File: src/rtl/pcpi_div_ctrl_if.sv
// rtl/pcpi_div_ctrl_if.sv - PCPI bus and divider handshake signals for pcpi_div_ctrl
interface pcpi_div_ctrl_if #(
    parameter int XLEN = 32
);
    logic            pcpi_valid;
    logic [31:0]     pcpi_insn;
    logic [XLEN-1:0] pcpi_rs1;
    logic [XLEN-1:0] pcpi_rs2;
    logic            pcpi_wr;
    logic [XLEN-1:0] pcpi_rd;
    logic            pcpi_wait;
    logic            pcpi_ready;

    logic            div_start;
    logic            div_unsigned;
    logic [XLEN-1:0] div_a;
    logic [XLEN-1:0] div_b;
    logic [XLEN-1:0] div_q;
    logic [XLEN-1:0] div_r;
    logic            div_done;

    modport slave (
        input  pcpi_valid, pcpi_insn, pcpi_rs1, pcpi_rs2,
        input  div_q, div_r, div_done,
        output pcpi_wr, pcpi_rd, pcpi_wait, pcpi_ready,
        output div_start, div_unsigned, div_a, div_b
    );

    modport master (
        output pcpi_valid, pcpi_insn, pcpi_rs1, pcpi_rs2,
        output div_q, div_r, div_done,
        input  pcpi_wr, pcpi_rd, pcpi_wait, pcpi_ready,
        input  div_start, div_unsigned, div_a, div_b
    );
endinterface

File: src/rtl/pcpi_div_ctrl.sv
// rtl/pcpi_div_ctrl.sv - PCPI front-end for the serial divider with a one-entry result cache
module pcpi_div_ctrl #(
    parameter int XLEN = 32
) (
    input  logic           clk,
    input  logic           reset,
    pcpi_div_ctrl_if.slave bus
);

    localparam logic [2:0] S_IDLE     = 3'd0;
    localparam logic [2:0] S_ISSUE    = 3'd1;
    localparam logic [2:0] S_WAIT     = 3'd2;
    localparam logic [2:0] S_RESP     = 3'd3;
    localparam logic [2:0] S_COOLDOWN = 3'd4;

    logic [2:0]      state_q, state_d;
    logic            wait_q, wait_d;
    logic            ready_q, ready_d;
    logic [XLEN-1:0] rd_q, rd_d;
    logic            start_q, start_d;
    logic            uns_q, uns_d;
    logic            rem_q, rem_d;
    logic [XLEN-1:0] a_q, a_d;
    logic [XLEN-1:0] b_q, b_d;
    logic            drop_q, drop_d;
    logic            cache_vld_q, cache_vld_d;
    logic [XLEN-1:0] cache_q_q, cache_q_d;
    logic [XLEN-1:0] cache_r_q, cache_r_d;

    logic decode_hit;
    logic cache_hit;
    logic unused_insn;

    assign decode_hit = (bus.pcpi_insn[6:0] == 7'b0110011) &&
                        (bus.pcpi_insn[31:25] == 7'b0000001) &&
                        bus.pcpi_insn[14];

    // The cache key is the operand set of the last issued division; the q/r
    // selector is excluded so a DIV/REM pair shares one division.
    assign cache_hit = cache_vld_q &&
                       (bus.pcpi_rs1 == a_q) &&
                       (bus.pcpi_rs2 == b_q) &&
                       (bus.pcpi_insn[12] == uns_q);

    assign unused_insn = ^{bus.pcpi_insn[24:15], bus.pcpi_insn[11:7]};

    always_comb begin
        state_d     = state_q;
        rd_d        = rd_q;
        start_d     = start_q;
        uns_d       = uns_q;
        rem_d       = rem_q;
        a_d         = a_q;
        b_d         = b_q;
        drop_d      = drop_q;
        cache_vld_d = cache_vld_q;
        cache_q_d   = cache_q_q;
        cache_r_d   = cache_r_q;

        case (state_q)
            S_IDLE: begin
                if (bus.pcpi_valid && decode_hit) begin
                    if (cache_hit) begin
                        rd_d    = bus.pcpi_insn[13] ? cache_r_q : cache_q_q;
                        state_d = S_RESP;
                    end else begin
                        a_d         = bus.pcpi_rs1;
                        b_d         = bus.pcpi_rs2;
                        uns_d       = bus.pcpi_insn[12];
                        rem_d       = bus.pcpi_insn[13];
                        start_d     = 1'b1;
                        drop_d      = 1'b0;
                        cache_vld_d = 1'b0;
                        state_d     = S_ISSUE;
                    end
                end
            end
            S_ISSUE: begin
                if (!bus.pcpi_valid) drop_d = 1'b1;
                state_d = S_WAIT;
            end
            S_WAIT: begin
                if (!bus.pcpi_valid) drop_d = 1'b1;
                if (bus.div_done) begin
                    cache_q_d   = bus.div_q;
                    cache_r_d   = bus.div_r;
                    cache_vld_d = 1'b1;
                    start_d     = 1'b0;
                    // An abandoned instruction still fills the cache but gets no response.
                    if (drop_q || !bus.pcpi_valid) begin
                        state_d = S_COOLDOWN;
                    end else begin
                        rd_d    = rem_q ? bus.div_r : bus.div_q;
                        state_d = S_RESP;
                    end
                end
            end
            S_RESP:     state_d = S_COOLDOWN;
            S_COOLDOWN: state_d = S_IDLE;
            default:    state_d = S_IDLE;
        endcase

        wait_d  = (state_d == S_ISSUE) || (state_d == S_WAIT) || (state_d == S_RESP);
        ready_d = (state_d == S_RESP);
    end

    always_ff @(posedge clk or posedge reset) begin
        if (reset) begin
            state_q     <= S_IDLE;
            wait_q      <= 1'b0;
            ready_q     <= 1'b0;
            rd_q        <= '0;
            start_q     <= 1'b0;
            uns_q       <= 1'b0;
            rem_q       <= 1'b0;
            a_q         <= '0;
            b_q         <= '0;
            drop_q      <= 1'b0;
            cache_vld_q <= 1'b0;
            cache_q_q   <= '0;
            cache_r_q   <= '0;
        end else begin
            state_q     <= state_d;
            wait_q      <= wait_d;
            ready_q     <= ready_d;
            rd_q        <= rd_d;
            start_q     <= start_d;
            uns_q       <= uns_d;
            rem_q       <= rem_d;
            a_q         <= a_d;
            b_q         <= b_d;
            drop_q      <= drop_d;
            cache_vld_q <= cache_vld_d;
            cache_q_q   <= cache_q_d;
            cache_r_q   <= cache_r_d;
        end
    end

    assign bus.pcpi_wr      = ready_q;
    assign bus.pcpi_ready   = ready_q;
    assign bus.pcpi_rd      = rd_q;
    assign bus.pcpi_wait    = wait_q;
    assign bus.div_start    = start_q;
    assign bus.div_unsigned = uns_q;
    assign bus.div_a        = a_q;
    assign bus.div_b        = b_q;

endmodule

File: src/flat_wrapper.sv
// flat-port wrapper written by rule: the top's interface ports become plain ports
module pcpi_div_ctrl_flat 
#(
    parameter int XLEN = 32
)
  (clk, reset, bus_pcpi_valid, bus_pcpi_insn, bus_pcpi_rs1, bus_pcpi_rs2, bus_div_q, bus_div_r, bus_div_done, bus_pcpi_wr, bus_pcpi_rd, bus_pcpi_wait, bus_pcpi_ready, bus_div_start, bus_div_unsigned, bus_div_a, bus_div_b);
  pcpi_div_ctrl_if #(.XLEN(XLEN)) bus_i ();
  input  logic clk;
  input  logic reset;
  input wire logic [$bits(bus_i.pcpi_valid)-1:0] bus_pcpi_valid;
  input wire logic [$bits(bus_i.pcpi_insn)-1:0] bus_pcpi_insn;
  input wire logic [$bits(bus_i.pcpi_rs1)-1:0] bus_pcpi_rs1;
  input wire logic [$bits(bus_i.pcpi_rs2)-1:0] bus_pcpi_rs2;
  input wire logic [$bits(bus_i.div_q)-1:0] bus_div_q;
  input wire logic [$bits(bus_i.div_r)-1:0] bus_div_r;
  input wire logic [$bits(bus_i.div_done)-1:0] bus_div_done;
  output wire logic [$bits(bus_i.pcpi_wr)-1:0] bus_pcpi_wr;
  output wire logic [$bits(bus_i.pcpi_rd)-1:0] bus_pcpi_rd;
  output wire logic [$bits(bus_i.pcpi_wait)-1:0] bus_pcpi_wait;
  output wire logic [$bits(bus_i.pcpi_ready)-1:0] bus_pcpi_ready;
  output wire logic [$bits(bus_i.div_start)-1:0] bus_div_start;
  output wire logic [$bits(bus_i.div_unsigned)-1:0] bus_div_unsigned;
  output wire logic [$bits(bus_i.div_a)-1:0] bus_div_a;
  output wire logic [$bits(bus_i.div_b)-1:0] bus_div_b;
  assign bus_i.pcpi_valid = bus_pcpi_valid;
  assign bus_i.pcpi_insn = bus_pcpi_insn;
  assign bus_i.pcpi_rs1 = bus_pcpi_rs1;
  assign bus_i.pcpi_rs2 = bus_pcpi_rs2;
  assign bus_i.div_q = bus_div_q;
  assign bus_i.div_r = bus_div_r;
  assign bus_i.div_done = bus_div_done;
  assign bus_pcpi_wr = bus_i.pcpi_wr;
  assign bus_pcpi_rd = bus_i.pcpi_rd;
  assign bus_pcpi_wait = bus_i.pcpi_wait;
  assign bus_pcpi_ready = bus_i.pcpi_ready;
  assign bus_div_start = bus_i.div_start;
  assign bus_div_unsigned = bus_i.div_unsigned;
  assign bus_div_a = bus_i.div_a;
  assign bus_div_b = bus_i.div_b;
  pcpi_div_ctrl #(.XLEN(XLEN)) u_core (.clk(clk), .reset(reset), .bus(bus_i));
endmodule
File: config.mk
export PLATFORM = sky130hd
export DESIGN_NAME = pcpi_div_ctrl_flat
export DESIGN_NICKNAME = d
export VERILOG_FILES = /design/src/rtl/pcpi_div_ctrl_if.sv /design/src/rtl/pcpi_div_ctrl.sv /design/src/flat_wrapper.sv
export SDC_FILE = /design/constraint.sdc
export NUM_CORES = 1
export LEC_CHECK = 0
export CAP_MARGIN = 15
export CORE_ASPECT_RATIO = 0.8
export CORE_MARGIN = 8
export CORE_UTILIZATION = 44
export DETAILED_ROUTE_END_ITERATION = 16
export PLACE_DENSITY = 0.79
export SLEW_MARGIN = 20
export SYNTH_ARGS = -nofsm -noshare
export SYNTH_HDL_FRONTEND = slang
export SYNTH_SLANG_ARGS = --single-unit
export TNS_END_PERCENT = 30
File: constraint.sdc
create_clock -name clk -period 6.1 [get_ports clk]
set_input_delay 1.22 -clock clk [delete_from_list [all_inputs] [get_ports clk]]
set_output_delay 1.22 -clock clk [all_outputs]
set_load 0.005 [all_outputs]
==> results of run 1 <==
worst max path at each step:
stage                           from                                  to  slack [ns]
CTS                 bus_pcpi_rs2[28]    u_core.bus.div_b[21]$_DFFE_PP0P_        2.14
global placement    bus_pcpi_rs1[26]    u_core.bus.div_b[31]$_DFFE_PP0P_        1.68
global route          bus_pcpi_valid  u_core.bus.pcpi_rd[23]$_DFFE_PP0P_        1.97
detailed placement  bus_pcpi_rs1[11]    u_core.bus.div_b[21]$_DFFE_PP0P_        1.69
floorplan                      reset     u_core.bus.div_a[0]$_DFFE_PP0P_        0.28
finish              bus_pcpi_rs2[16]    u_core.bus.div_b[27]$_DFFE_PP0P_        2.13
per-layer routing:
| metal | up-vias | track usage, % | wire length, µm |
|---|---|---|---|
| met1 | 3581 | 25.3 | 11200 |
| met2 | 173 | 33.1 | 12400 |
| met3 | 29 | 4.41 | 1300 |
| met4 | 0 | 6.14 | 472 |
| li1 | 3406 | - | - |
| met5 | - | 0 | 0 |
worst max-delay path, stage by stage:
cell             delay, ns
clkdlybuf4s50_1       0.47
inv_1                 0.05
a222oi_1              0.36
o2111ai_1             0.25
or4_1                 0.64
o21ai_4               0.52
buf_12                0.36
mux2_2                0.38
cell families after synthesis:
logic type      count (synthesis)  share of synthesized area, %
compound gates                 79                          6.08
buf+inv                        69                          3.34
simple gates                  240                          14.4
mux                           194                          23.5
xor+xnor                       62                          5.96
flops                         170                          46.7
cell type report:
cell class	instances	area, µm²	area share (%)
clock buffers	17	425	3.43
clock inverters	15	178	1.43
inverters	7	31.3	0.252
multi-input cells	575	4600	37.1
flip-flops and latches	170	4260	34.4
well taps	269	337	2.72
repair buffers	257	2560	20.7
cells in the mapped netlist (all sizes together), types with 2 or more instances:
cell,instances
a21o,2
a21oi,3
a221oi,32
and2,33
buf,17
clkbuf,45
dfrtp,170
inv,7
mux2,162
mux2i,32
nand2,68
nand2b,2
nand3,33
nand4,18
nand4bb,2
nor2,2
nor3,35
nor3b,2
nor4,3
o21ai,33
or4,36
or4b,2
xnor2,60
xor2,2
cell usage in the layout (no fill, tap or decap), types with 2 or more instances in the layout:
master	count
buf_4	7
xnor2_1	60
a21o_1	2
mux2_2	155
and2_1	33
inv_1	6
dfrtp_1	169
inv_6	5
clkbuf_16	17
nand3_1	32
clkinv_4	2
a21oi_1	3
mux2i_1	32
nor2_1	2
nand2_1	68
clkdlybuf4s50_1	248
mux2_1	7
nand2b_1	2
o21ai_0	32
or4_1	36
nand4_1	18
inv_8	3
nor3_1	34
clkinv_8	3
nor4_1	3
xor2_1	2
a221oi_1	32
metrics by stage:
step	cells	hold slack (ns)	setup WS, ns
after detailed placement	1278	0.471	1.69
after global placement	1278	0.452	1.68
after floorplan	814	0.441	0.277
final	1310	0.480	2.13
after global routing	1310	0.509	1.97
after CTS	1310	0.487	2.14
registers in the layout, indices dropped and copies added (netlist names), 3 cells and up:
name / count
u_core.bus.div_b: 32
u_core.bus.div_a: 32
u_core.bus.pcpi_rd: 32
u_core.cache_r_q: 32
u_core.state_q: 3
u_core.cache_q_q: 32
where the power goes:
part | switching, W | internal [W]
logic | 0.000117 | 0.000194
clock network | 0.000523 | 0.000588
registers | 0.0000338 | 0.00120
==> impl_metrics.env, run 1 <==
export IMPL_status="complete, no violations"
export IMPL_dieArea_um2=25600
export IMPL_synth_nets=978
export IMPL_first_pass_iters=4
export IMPL_synth_top_area_cell="dfrtp_1"
export IMPL_rows=47
export IMPL_critPathRequiredTime_ns=6.41
export IMPL_dp_hpwl_mm=17.6
export IMPL_hold_start="u_core.drop_q$_DFFE_PP0P_"
export IMPL_endpoint_kind="flip-flop"
export IMPL_rsz0062_at_grt="false"
export IMPL_cts_hold_buffers_added=0
export IMPL_die_x_um=177
export IMPL_syn_to_final_growth_pct=36.0
export IMPL_worstHoldEndpoint="u_core.drop_q$_DFFE_PP0P_"
export IMPL_routed_via_count=7189
export IMPL_totalPowerFinal_w=0.00265
export IMPL_yosysSeqAreaShare_pct=46.7
export IMPL_drive_above_1_share_pct=19.7
export IMPL_design_area_um2=12400
export IMPL_ff2ff_path_depth=7
export IMPL_postSynthCellCount=814
export IMPL_syn_area_per_cell_um2=11.2
export IMPL_setup_violations=0
export IMPL_path_class="input port to flip-flop"
export IMPL_cap_violations=0
export IMPL_yosysWarnings=0
export IMPL_cts_buffers=17
export IMPL_rrSetupSlack_ns=2.94
export IMPL_p_per_area_nw_per_um2=214
export IMPL_synth_top_cells_by_area="dfrtp_1 47%, mux2_2 19%, xnor2_1 5.8%, mux2i_1 3.5%, a221oi_1 3.1%"
export IMPL_fin_worst_skew_ns=0.0161
export IMPL_post_cts_buffers=0
export IMPL_synth_cell_area_um2=9110
export IMPL_die_h_um=145
export IMPL_clock_latency_ns=0.43
export IMPL_synth_cell_types=42
export IMPL_fmax_mhz=252
export IMPL_ys_ff_latch=170
export IMPL_drv_slew=0
export IMPL_vias_per_cell=5.49
export IMPL_num_io_pins=265
export IMPL_hold_depth=1
export IMPL_cts_buffer_depth=2
export IMPL_cts_tree="built"
export IMPL_r2r_start="u_core.bus.div_a[26]$_DFFE_PP0P_"
export IMPL_finalHoldViolCount=0
export IMPL_finalCritPeriodShare_pct=65.1
export IMPL_timing_rr_end="u_core.bus.div_b[27]$_DFFE_PP0P_"
export IMPL_synth_top_area_share_pct=46.7
export IMPL_grt_max_degree=99
export IMPL_crit_fanout=53
export IMPL_cts_sinks=170
export IMPL_vdd_drop_max_uv=173
export IMPL_tightestPinTransition_ns=0.984
export IMPL_finalNetCount=1192
export IMPL_ctsResizeCount=0
export IMPL_synth_ff_type="dfrtp_1"
export IMPL_grt_first_pass_wirelength_mm=40.4
export IMPL_drc_errors=0
export IMPL_final_core_util_pct=60.4
export IMPL_start_util_pct=44.4
export IMPL_drtAntennaViolNets=0
export IMPL_hold_class="flip-flop to flip-flop"
export IMPL_grtUsageTotal_pct=19.8
export IMPL_clock_root_buffer="clkbuf_16"
export IMPL_worstPathArrival_ns=4.28
export IMPL_htree_levels=4
export IMPL_routedWlPerCell_um=19.4
export IMPL_clkTransAtPathRegs_ns=0.07
export IMPL_synthArstFlopShare_pct=100
export IMPL_place_area_um2=11800
export IMPL_cp_start_kind="input port"
export IMPL_grt_pass1_vias=7444
export IMPL_port_buffers=249
export IMPL_core_area_um2=20500
export IMPL_antenna_found_initial=0
export IMPL_totalWireLength_mm=25.4
export IMPL_n_antenna_cell=0
export IMPL_drtIter0Drc=468
export IMPL_synth_edf_count=0
export IMPL_slew_headroom_pct=34.4
export IMPL_power_leakage_nw=4.96
export IMPL_grt_ovfl_total=0
export IMPL_globalplace_congestion=0.766
export IMPL_fillers=1651
export IMPL_tns_ns=0
export IMPL_finalCriticalPeriod_ns=3.97
Note: power is estimated with default switching activity, not from simulation.
==> run 2: changes to the inputs <==
--- a/config.mk
+++ b/config.mk
@@ -8,9 +8,9 @@
 export CAP_MARGIN = 15
 export CORE_ASPECT_RATIO = 0.8
 export CORE_MARGIN = 8
-export CORE_UTILIZATION = 44
+export CORE_UTILIZATION = 48
 export DETAILED_ROUTE_END_ITERATION = 16
-export PLACE_DENSITY = 0.79
+export PLACE_DENSITY = 0.82
 export SLEW_MARGIN = 20
 export SYNTH_ARGS = -nofsm -noshare
 export SYNTH_HDL_FRONTEND = slang
==> constraint.sdc (replaced) <==
create_clock -name clk -period 3.7 [get_ports clk]
set_input_delay 0.74 -clock clk [delete_from_list [all_inputs] [get_ports clk]]
set_output_delay 0.74 -clock clk [all_outputs]
set_load 0.005 [all_outputs]
==> run 2 against run 1 <==
Sequential power rose by 65%; global-route usage increased by 1.2 points; first-iteration DRC count fell by 1.3%; cell count barely moved; critical path type unchanged; largest cell class unchanged.
==> impl_metrics.env, run 2 (synthesis results as in run 1) <==
export IMPL_status="complete, no violations"
export IMPL_switchingPower_w=0.00105
export IMPL_grt_pass1_vias=7437
export IMPL_tightestPinTransition_ns=0.884
export IMPL_finalCriticalPeriod_ns=3.24
export IMPL_clock_root_buffer="clkbuf_16"
export IMPL_grt_ovfl_total=0
export IMPL_p_per_area_nw_per_um2=360
export IMPL_drc_errors=0
export IMPL_finalNetCount=1201
export IMPL_grt_max_degree=99
export IMPL_crit_fanout=64
export IMPL_finalCritPeriodShare_pct=87.7
export IMPL_drtIter0Drc=462
export IMPL_finalHoldViolCount=0
export IMPL_power_frac_clock_pct=43.6
export IMPL_first_pass_iters=5
export IMPL_setup_violations=0
export IMPL_vias_per_cell=5.49
export IMPL_placed_cells=1276
export IMPL_htree_levels=4
export IMPL_clock_latency_ns=0.43
export IMPL_cts_tree="built"
export IMPL_comb_power_share_pct=11.5
export IMPL_drtAntennaViolNets=0
export IMPL_worstPathArrival_ns=3.60
export IMPL_tns_ns=0
export IMPL_hold_depth=1
export IMPL_instances_no_fill=1309
export IMPL_hold_class="flip-flop to flip-flop"
export IMPL_cts_buffers=17
export IMPL_core_area_um2=18800
export IMPL_dp_hpwl_mm=17.6
export IMPL_rows=45
export IMPL_drv_slew=0
export IMPL_grt_first_pass_wirelength_mm=40.1
export IMPL_post_place_ws_ns=0.0508
export IMPL_start_util_pct=48.5
export IMPL_routedWlPerCell_um=19.0
export IMPL_endpoint_kind="flip-flop"
export IMPL_cp_start_kind="input port"
export IMPL_netSwitchingFraction_pct=23.2
export IMPL_clkTransAtPathRegs_ns=0.07
export IMPL_globalplace_congestion=0.779
export IMPL_die_h_um=139
export IMPL_cts_buffer_depth=2
export IMPL_fin_worst_skew_ns=0.0149
export IMPL_die_x_um=170
export IMPL_ctsResizeCount=0
export IMPL_grtUsageTotal_pct=21.0
export IMPL_post_cts_buffers=0
export IMPL_pwr_share_seq_pct=44.9
export IMPL_rsz0062_at_grt="false"
export IMPL_p_int_w=0.00347
export IMPL_ff2ff_path_depth=7
export IMPL_power_leakage_nw=5.05
export IMPL_routed_via_count=7182
export IMPL_antenna_found_initial=1
export IMPL_layout_commonest_cell="clkdlybuf4s50_1"
export IMPL_drive_above_1_share_pct=20.4
export IMPL_slew_headroom_pct=41.0
export IMPL_path_class="input port to flip-flop"
export IMPL_cts_sinks=170
export IMPL_totalPowerFinal_w=0.00451
export IMPL_totalWireLength_mm=24.9
export IMPL_port_buffers=249
export IMPL_worst_slack_ns=0.456
export IMPL_layout_common_cells="248 x clkdlybuf4s50_1, 169 x dfrtp_1, 155 x mux2_2"
export IMPL_cts_hold_buffers_added=0
export IMPL_critPathRequiredTime_ns=4.06
export IMPL_cap_violations=0
export IMPL_fmax_mhz=308
export IMPL_num_io_pins=265
export IMPL_syn_to_final_growth_pct=37.6
export IMPL_dieArea_um2=23700
export IMPL_vdd_drop_max_uv=242
run 2: cell count changes in the layout (fill, tap and decap cells not counted), sizes merged:
| cell | delta |
|---|---|
| clkinv | -3 |
| diode | +1 |
| buf | +9 |
| inv | -1 |
| clkbuf | +1 |
| bufinv | +3 |
run 2: metal layers:
metal / up-vias / wire (µm) / track usage (%)
met5: - / 0 / 0
met4: 0 / 597 / 7.10
met3: 28 / 1260 / 5.71
met2: 202 / 12400 / 34.1
met1: 3535 / 10700 / 26.7
li1: 3417 / - / -
run 2: critical path, cell delays in order:
cell and delay (ns):
clkdlybuf4s50_1 0.45, xnor2_1 0.25, nand4b_1 0.12, or4_1 0.52, or4b_2 0.66, buf_12 0.21, or4_1 0.52, nand3_1 0.08
run 2: final timing paths:
path | start | end | slack (ns)
hold reg to reg | u_core.drop_q$_DFFE_PP0P_ | u_core.drop_q$_DFFE_PP0P_ | 0.48
setup reg to reg | u_core.bus.div_a[27]$_DFFE_PP0P_ | u_core.bus.pcpi_rd[29]$_DFFE_PP0P_ | 0.81
hold / removal | u_core.drop_q$_DFFE_PP0P_ | u_core.drop_q$_DFFE_PP0P_ | 0.48
max in group asynchronous | reset | u_core.cache_q_q[8]$_DFFE_PP0P_ | 2.29
setup / recovery | bus_pcpi_rs1[9] | u_core.bus.pcpi_rd[29]$_DFFE_PP0P_ | 0.46
min in group asynchronous | reset | u_core.bus.div_a[10]$_DFFE_PP0P_ | 0.74
run 2: power groups by stage:
stage,logic [W],registers (W),clock network [W]
after detailed placement,0.000522,0.00206,0
after global routing,0.000571,0.00204,0.00209
after global placement,0.000508,0.00205,0
final,0.000521,0.00203,0.00197
after CTS,0.000527,0.00203,0.00201
after floorplan,0.000274,0.00204,0
run 2: layout make-up:
type / count / area (µm²)
multi-input cells: 575 / 4600
fillers: 1460 / 6260
flip-flops and latches: 170 / 4260
repair buffers: 266 / 2690
diodes: 1 / 2.50
well taps: 258 / 323
clock buffers: 18 / 439
clock inverters: 14 / 203
inverters: 7 / 30.0
run 2: stage by stage:
stage                     hold WS, ns  utilization, %  cell area [µm²]
after CTS                       0.474            66.7            12500
after global placement          0.453            63.3            11900
after global routing            0.486            66.7            12500
final                           0.477            66.7            12500
after floorplan                 0.441               -             9120
after detailed placement        0.459            63.3            11900
==> run 3: changes to the inputs <==
--- a/config.mk
+++ b/config.mk
@@ -8,9 +8,10 @@
 export CAP_MARGIN = 15
 export CORE_ASPECT_RATIO = 0.8
 export CORE_MARGIN = 8
-export CORE_UTILIZATION = 48
+export CORE_UTILIZATION = 55
 export DETAILED_ROUTE_END_ITERATION = 16
-export PLACE_DENSITY = 0.82
+export DONT_BUFFER_PORTS = 1
+export PLACE_DENSITY = 0.71
 export SLEW_MARGIN = 20
 export SYNTH_ARGS = -nofsm -noshare
 export SYNTH_HDL_FRONTEND = slang
==> run 3 against run 2 <==
Clock power shrank 9%; clock-buffer cell count grew 1; hold slack lost 0.14 ns; die area shrank 11%; fmax grew 3.5%.
==> impl_metrics.env, run 3 (synthesis results as in run 1) <==
export IMPL_status="complete, no violations"
export IMPL_multi_input_area_um2=4600
export IMPL_antenna_found_initial=0
export IMPL_grt_pass1_vias=6602
export IMPL_syn_to_final_growth_pct=8.50
export IMPL_die_h_um=131
export IMPL_slowest_delay_ns=0.62
export IMPL_crit_slowest_cell="or4b_2"
export IMPL_cts_sinks=170
export IMPL_tightestPinTransition_ns=1.13
export IMPL_drc_errors=0
export IMPL_crit_chain="xnor2_1 -> nand4b_1 -> or4_1 -> or4b_2 -> buf_4 -> or4_1 -> nand3_1"
export IMPL_layout_common_cells="169 x dfrtp_1, 155 x mux2_2, 68 x nand2_1"
export IMPL_hold_slack_ns=0.335
export IMPL_cp_start_kind="flip-flop"
export IMPL_dp_hpwl_mm=16.3
export IMPL_fmax_mhz=319
export IMPL_die_x_um=160
export IMPL_drive_above_1_share_pct=26.0
export IMPL_slew_headroom_pct=25.0
export IMPL_path_class="flip-flop to flip-flop"
export IMPL_cts_hold_buffers_added=0
export IMPL_finalCritPeriodShare_pct=84.7
export IMPL_clock_root_buffer="clkbuf_16"
export IMPL_dieArea_um2=21000
export IMPL_critPathRequiredTime_ns=4.04
export IMPL_final_core_util_pct=60.3
export IMPL_globalplace_congestion=0.794
export IMPL_grt_max_degree=99
export IMPL_vdd_drop_max_uv=310
export IMPL_htree_levels=4
export IMPL_grt_first_pass_wirelength_mm=36.4
export IMPL_setup_violations=0
export IMPL_cts_buffer_depth=2
export IMPL_fin_worst_skew_ns=0.0131
export IMPL_ctsResizeCount=0
export IMPL_cts_tree="built"
export IMPL_core_area_um2=16400
export IMPL_drv_slew=0
export IMPL_drtAntennaViolNets=0
export IMPL_layout_commonest_cell="dfrtp_1"
export IMPL_first_pass_iters=5
export IMPL_rows=42
export IMPL_drtIter0Drc=384
export IMPL_regArea_um2=4260
export IMPL_cap_violations=0
export IMPL_n_antenna_cell=0
export IMPL_start_util_pct=55.6
export IMPL_instances_no_fill=1017
export IMPL_hold_class="input port to async pin"
export IMPL_routed_via_count=6360
export IMPL_totalWireLength_mm=22.7
export IMPL_crit_fanout=64
export IMPL_endpoint_kind="flip-flop"
export IMPL_grtUsageTotal_pct=21.2
export IMPL_fillers=1290
export IMPL_routedWlPerCell_um=22.3
export IMPL_finalCriticalPeriod_ns=3.13
export IMPL_p_per_area_nw_per_um2=419
export IMPL_finalNetCount=948
export IMPL_port_buffers=0
export IMPL_placed_cells=985
export IMPL_worstPathArrival_ns=3.47
export IMPL_path_buf_inv=1
export IMPL_clkTransAtPathRegs_ns=0.07
export IMPL_crit_family="simple AND/OR/NAND/NOR gates"
export IMPL_num_io_pins=265
export IMPL_power_leakage_nw=4.02
export IMPL_worst_path_most_repeated_cell="or4_1"
export IMPL_totalPowerFinal_w=0.00415
export IMPL_finalHoldViolCount=0
export IMPL_post_cts_buffers=0
export IMPL_clock_latency_ns=0.42
export IMPL_grt_ovfl_total=0
export IMPL_cts_buffers=17
export IMPL_vias_per_cell=6.25
export IMPL_tns_ns=0
export IMPL_rsz0062_at_grt="false"
-- run 3: routing by layer --
metal  GRT usage [%]  vias up  share of wire (%)
li1                -     2927                  -
met1            24.4     3212                 39
met3            9.08       35                8.6
met2            35.3      186                 50
met4            6.37        0                1.9
met5               0        -                  0
-- run 3: path summary, 6_finish.rpt --
path,start,to,slack [ns],depth (start not counted)
min reg2reg,u_core.drop_q$_DFFE_PP0P_,u_core.drop_q$_DFFE_PP0P_,0.48,1
max,u_core.bus.div_a[3]$_DFFE_PP0P_,u_core.bus.pcpi_rd[3]$_DFFE_PP0P_,0.57,7
max reg2reg,u_core.bus.div_a[3]$_DFFE_PP0P_,u_core.bus.pcpi_rd[3]$_DFFE_PP0P_,0.57,7
max in group asynchronous,reset,u_core.cache_q_q[6]$_DFFE_PP0P_,2.55,2
min,reset,u_core.bus.div_a[10]$_DFFE_PP0P_,0.34,1
min in group clk,bus_pcpi_rs1[2],u_core.bus.div_a[2]$_DFFE_PP0P_,0.45,1
-- run 3: per-stage QoR --
step	worst slack [ns]	cell area (µm²)
3_3_place_gp	0.471	9300
5_1_grt	0.478	9890
3_5_place_dp	0.394	9300
4_1_cts	0.575	9890
6_report	0.566	9890
2_1_floorplan	0.786	9120
-- run 3: cell type report --
class | count | share of cell area, %
clock buffers | 19 | 4.38
multi-input cells | 575 | 46.5
clock inverters | 13 | 1.59
flip-flops and latches | 170 | 43.0
inverters | 7 | 0.304
well taps | 220 | 2.78
repair buffers | 13 | 1.37
-- run 3: report_power, final --
| part | leakage, nW | total (W) | internal [W] | switching, W |
|---|---|---|---|---|
| logic | 1.62 | 0.000322 | 0.000186 | 0.000136 |
| registers | 2.12 | 0.00203 | 0.00197 | 0.0000582 |
| clock network | 0.284 | 0.00179 | 0.00102 | 0.000775 |
